File: config.mk
export PLATFORM = sky130hd
export DESIGN_NAME = note_arbiter
export DESIGN_NICKNAME = d
export VERILOG_FILES = /design/src/rtl/note_arbiter_pkg.sv /design/src/rtl/note_arbiter_timer.sv /design/src/rtl/note_arbiter.sv
export SDC_FILE = /design/constraint.sdc
export NUM_CORES = 1
export LEC_CHECK = 0
export ABC_AREA = 1
export BUFFER_PORTS_ARGS = -buffer_cell sky130_fd_sc_hd__buf_2
export CORE_MARGIN = 2
export CORE_UTILIZATION = 58
export DETAILED_ROUTE_END_ITERATION = 8
export PLACE_DENSITY_LB_ADDON = 0.1
export SYNTH_ARGS = -nofsm -noshare
export SYNTH_HDL_FRONTEND = slang
export SYNTH_HIERARCHICAL = 1
export SYNTH_SLANG_ARGS = --single-unit
export TNS_END_PERCENT = 50
File: constraint.sdc
create_clock -name clk -period 3.7 [get_ports clk]
set_input_delay 0.74 -clock clk [delete_from_list [all_inputs] [get_ports clk]]
set_output_delay 0.74 -clock clk [all_outputs]
set_load 0.05 [all_outputs]
File: src/rtl/note_arbiter_pkg.sv
// Shared types and constants for the note arbiter.
package note_arbiter_pkg;

   localparam int NOTE_W = 4;

   typedef enum logic [1:0] {
      IDLE = 2'd0,
      LIVE = 2'd1,
      SEQ  = 2'd2,
      GAP  = 2'd3
   } arb_state_t;

   // Width needed to hold the larger of the two timer limits (never zero).
   function automatic int timer_width(input int hold, input int gap);
      int m;
      m = (hold > gap) ? hold : gap;
      return (m < 1) ? 1 : $clog2(m + 1);
   endfunction

endpackage

File: src/rtl/note_arbiter_timer.sv
// Clear/enable counter that stops at a programmable limit; shared by hold and gap timing.
module arb_timer #(
   parameter int W = 4
) (
   input  logic         clk,
   input  logic         n_rst,
   input  logic         clr_i,
   input  logic         en_i,
   input  logic [W-1:0] limit_i,
   output logic [W-1:0] count_o,
   output logic         done_o
);

   logic [W-1:0] count_q;
   logic [W-1:0] count_d;

   // Clear wins over enable; counting stops once the limit is reached.
   always_comb begin
      count_d = count_q;
      if (clr_i) begin
         count_d = '0;
      end else if (en_i && (count_q < limit_i)) begin
         count_d = count_q + W'(1);
      end
   end

   // Count register.
   always_ff @(posedge clk) begin
      if (!n_rst) begin
         count_q <= '0;
      end else begin
         count_q <= count_d;
      end
   end

   assign count_o = count_q;
   assign done_o  = (count_q >= limit_i);

endmodule

File: src/rtl/note_arbiter.sv
// Arbitrates the live keypad and the sequencer onto one oscillator note,
// with a minimum sequencer hold before live preemption and a silent gap
// on every release or source switch.
module note_arbiter
   import note_arbiter_pkg::*;
#(
   parameter int MIN_HOLD = 100,
   parameter int GAP      = 10
) (
   input  logic              clk,
   input  logic              n_rst,
   input  logic [NOTE_W-1:0] live_note,
   input  logic [NOTE_W-1:0] seq_note,
   input  logic              seq_on,
   output logic [NOTE_W-1:0] note_out,
   output logic              grant_live,
   output logic              grant_seq,
   output logic              preempt
);

   localparam int TW = timer_width(MIN_HOLD, GAP);
   localparam logic [TW-1:0] HOLD_LIM = TW'(MIN_HOLD);
   // The gap state is counted from zero, so the limit is one less than the
   // number of silent cycles; GAP=0 still spends a single cycle there.
   localparam logic [TW-1:0] GAP_LIM  = (GAP == 0) ? '0 : TW'(GAP - 1);
   // The GAP parameter shadows the enum literal, so name the state explicitly.
   localparam arb_state_t S_GAP = note_arbiter_pkg::GAP;

   arb_state_t        state_q, state_d;
   logic [NOTE_W-1:0] note_q, note_d;
   logic              grant_live_q, grant_live_d;
   logic              grant_seq_q, grant_seq_d;
   logic              preempt_q, preempt_d;

   logic              tmr_clr, tmr_en, tmr_done;
   logic [TW-1:0]     tmr_limit, tmr_count;

   assign tmr_limit = (state_q == S_GAP) ? GAP_LIM : HOLD_LIM;

   arb_timer #(.W(TW)) u_timer (
      .clk     (clk),
      .n_rst   (n_rst),
      .clr_i   (tmr_clr),
      .en_i    (tmr_en),
      .limit_i (tmr_limit),
      .count_o (tmr_count),
      .done_o  (tmr_done)
   );

   // Next-state, next-output and timer control.
   always_comb begin
      state_d      = state_q;
      note_d       = note_q;
      grant_live_d = grant_live_q;
      grant_seq_d  = grant_seq_q;
      preempt_d    = 1'b0;
      tmr_clr      = 1'b0;
      tmr_en       = 1'b0;
      case (state_q)
         IDLE: begin
            tmr_clr      = 1'b1;
            note_d       = '0;
            grant_live_d = 1'b0;
            grant_seq_d  = 1'b0;
            if (live_note != '0) begin
               state_d      = LIVE;
               note_d       = live_note;
               grant_live_d = 1'b1;
            end else if (seq_on && (seq_note != '0)) begin
               state_d     = SEQ;
               note_d      = seq_note;
               grant_seq_d = 1'b1;
            end
         end
         LIVE: begin
            if (live_note == '0) begin
               state_d      = S_GAP;
               note_d       = '0;
               grant_live_d = 1'b0;
               tmr_clr      = 1'b1;
            end else begin
               note_d = live_note;
            end
         end
         SEQ: begin
            tmr_en = 1'b1;
            if (!seq_on || (seq_note == '0)) begin
               state_d     = S_GAP;
               note_d      = '0;
               grant_seq_d = 1'b0;
               tmr_clr     = 1'b1;
            end else if ((live_note != '0) && tmr_done) begin
               state_d     = S_GAP;
               note_d      = '0;
               grant_seq_d = 1'b0;
               preempt_d   = 1'b1;
               tmr_clr     = 1'b1;
            end else if (seq_note != note_q) begin
               note_d  = seq_note;
               tmr_clr = 1'b1;
            end
         end
         default: begin
            note_d       = '0;
            grant_live_d = 1'b0;
            grant_seq_d  = 1'b0;
            if (tmr_done) begin
               state_d = IDLE;
            end else begin
               tmr_en = 1'b1;
            end
         end
      endcase
   end

   // State and registered outputs.
   always_ff @(posedge clk) begin
      if (!n_rst) begin
         state_q      <= IDLE;
         note_q       <= '0;
         grant_live_q <= 1'b0;
         grant_seq_q  <= 1'b0;
         preempt_q    <= 1'b0;
      end else begin
         state_q      <= state_d;
         note_q       <= note_d;
         grant_live_q <= grant_live_d;
         grant_seq_q  <= grant_seq_d;
         preempt_q    <= preempt_d;
      end
   end

   assign note_out   = note_q;
   assign grant_live = grant_live_q;
   assign grant_seq  = grant_seq_q;
   assign preempt    = preempt_q;

endmodule
==> impl_metrics.yaml <==
sta:
  fmax_mhz: 332.6
  setup-tns-final_ns: 0
  tightestPinTransition_ns: 0.6401
  setup_ws_ns: 0.6938
  min_period_ns: 3.006
  rsz0062_at_grt: "false"
  relSlewSlack_pct: 56.87
  finClkSkew_ns: 0.004650
  period_share_pct: 81.25
  hold_viol_final: 0
  setup_viol: 0
  report.final.slew_viol_count: 0
cts:
  cts_buffer_depth: 2
  clk_pin_slew_ns: 0.11
  cts_resized: 0
  clock-root-buffer: "clkbuf_4"
  clk_latency_ns: 0.29
  cts_hold_buf: 0
  h-tree-depth: 1
  cts.sinks: 16
  cts_made_buffers: 3
  cts_setup_buffers: 0
  cts_tree: "built"
place:
  placedCellCount: 278
  dpl_worst_slack_ns: 0.7222
  gp_congestion: 0.8634
  dpl.hpwl_um: 2369
  numPortBuffers: 17
  place_area_sq_mm: 0.001612
synthesis:
  synth_top_area_share_pct: 21.44
  async_reset_ff_share_pct: 0
  synth_edf_count: 0
  yosysWarningCount: 6
  post_synth.cell_area_avg_sq_um: 6.439
  syn_inst: 232
  ys.flop_type: "dfxtp_1"
  synth-seq-area-share_pct: 21.44
  synth.cell_area_sq_mm: 0.001494
  yosys.area.top_type: "dfxtp_1"
  netlist_top_cells_area: "dfxtp_1 21%, nand2_1 17%, ha_1 10%, inv_1 9.8%, nand3_1 6.0%"
  ys_seq_elements: 16
  ys_types: 29
route:
  vias: 1384
  drtIter0Drc: 46
  ant_nets: 0
  drt-wirelength-per-cell_um: 10.44
  drt-total-wl_um: 2944
  first_pass_iters: 4
  drc: 0
  vias_per_cell: 4.908
finish:
  nNetsFinal: 276
  layout_common_cells: "67 x nand2_1, 39 x inv_1, 22 x nor2_1, 18 x nand3_1, 17 x buf_2"
  n_antenna_cell: 0
  layout_commonest_cell: "nand2_1"
  syn_to_final_growth_pct: 10.30
  stdcell_count: 282
  stdcell_area_sq_mm: 0.001648
  multi_input_area_sq_um: 999.7
  post_route_cells_drive_above_1_share_pct: 19.44
  register_area_sq_um: 320.3
  fillers: 229
worst_setup_path:
  worst_ep_arrival_time_ns: 3.24
  end_kind: "flop"
  required_ns: 3.94
  critPathLaunchType: "flop"
  critPathKind: "flop to flop"
  cp_max_fo: 9
  r2r_slack_ns: 0.69
global_routing:
  grt_usage_pct: 23.10
  grt_pass1_vias: 1203
  grt_pass1_wl_um: 5071
  antenna_found_initial: 0
  grt_max_degree: 10
  overflow: 0
min_path:
  hold_class: "flop to flop"
floorplan:
  die_area_sq_mm: 0.002998
  ios: 18
  num_rows: 18
  die_h_um: 54.75
  die_w_um: 54.75
  start_util_pct: 60.86
  coreArea_sq_mm: 0.002455
pwr:
  ir_worst_vdd_uv: 435.1
  leakage_nw: 0.8651
  finalPower_mw: 0.8581
  pwr_density_cell_mw_per_mm2: 520.8
run_status:
  status: "finished clean"
flow_run:
  cap_violations: 0
## report_power, final
part	total, mW	internal [mW]	leakage [nW]	switching (mW)
combinational	0.494	0.165	0.713	0.330
clock	0.121	0.0599	0.0210	0.0611
sequential	0.243	0.210	0.131	0.0329
total	0.858	0.435	0.865	0.423
## through the flow
step           utilization (%)  hold WS [ns]
2_1_floorplan                -        0.4965
3_3_place_gp             65.65        0.4756
3_5_place_dp             65.65        0.4797
4_1_cts                  67.13        0.5014
5_1_grt                  67.13        0.5244
6_report                 67.13        0.4984
## cells in the mapped netlist, types with 3 or more instances
cell,count
nor2_2,4
nor2_4,4
nand2_4,3
nand2_2,5
nor3_1,3
ha_1,12
o21ai_0,4
nand3_1,18
nor2_1,22
nand3_4,3
dfxtp_1,16
nand4_1,8
inv_1,39
a21oi_1,8
inv_2,3
nand2_1,67
## flip-flops by register name, summed over array words and instances, names as in the netlist
signal / cells
u_timer/count_o: 7
note_out: 4
state_q: 2
grant_live: 1
grant_seq: 1
preempt: 1
## kinds of logic (layout without fill, tap and decap cells)
family	after synthesis	count (layout)	share of synthesized area [%]
simple gates	142	142	49.92
buf+inv	45	64	11.89
flops	16	16	21.44
compound gates	15	15	5.863
fa+ha+maj	12	12	10.05
other cells	1	2	0.2510
xor+xnor	1	1	0.5864
## metal layers
metal	wire, um	track usage [%]
met1	1582	34.38
met2	1220	34.52
met3	126	3.552
met4	15	5.000
met5	0	0
## area by class of cell
cell class | instances | area share (%)
tap | 30 | 2.278
sequential | 16 | 19.44
clock buffer | 4 | 2.202
inverter | 43 | 10.25
timing repair buffer | 17 | 5.163
multi-input combinational | 172 | 60.67
## worst max-delay path, stage by stage, from the launching register on
cell     delay, ns
dfxtp_1       0.39
ha_1          0.34
inv_1         0.14
inv_1         0.08
ha_1          0.25
nand2_2       0.09
inv_2         0.04
a21oi_4       0.29
nand3_1       0.22
nand2_4       0.20
nand2_8       0.07
o21ai_1       0.14
a31oi_1       0.09
nor2_1        0.39
nand2_1       0.11
nor2_1        0.09
## final timing paths
check	start	to	cells after the start
max	state_q[0]$_SDFFE_PN0P_	u_timer/count_o[0]$_SDFFE_PP0P_	15
min	note_out[3]$_SDFFE_PN0P_	note_out[3]$_SDFFE_PN0P_	2
max reg2reg	state_q[0]$_SDFFE_PN0P_	u_timer/count_o[0]$_SDFFE_PP0P_	15
min reg2reg	note_out[3]$_SDFFE_PN0P_	note_out[3]$_SDFFE_PN0P_	2
Power figures use the tool's default switching activity.
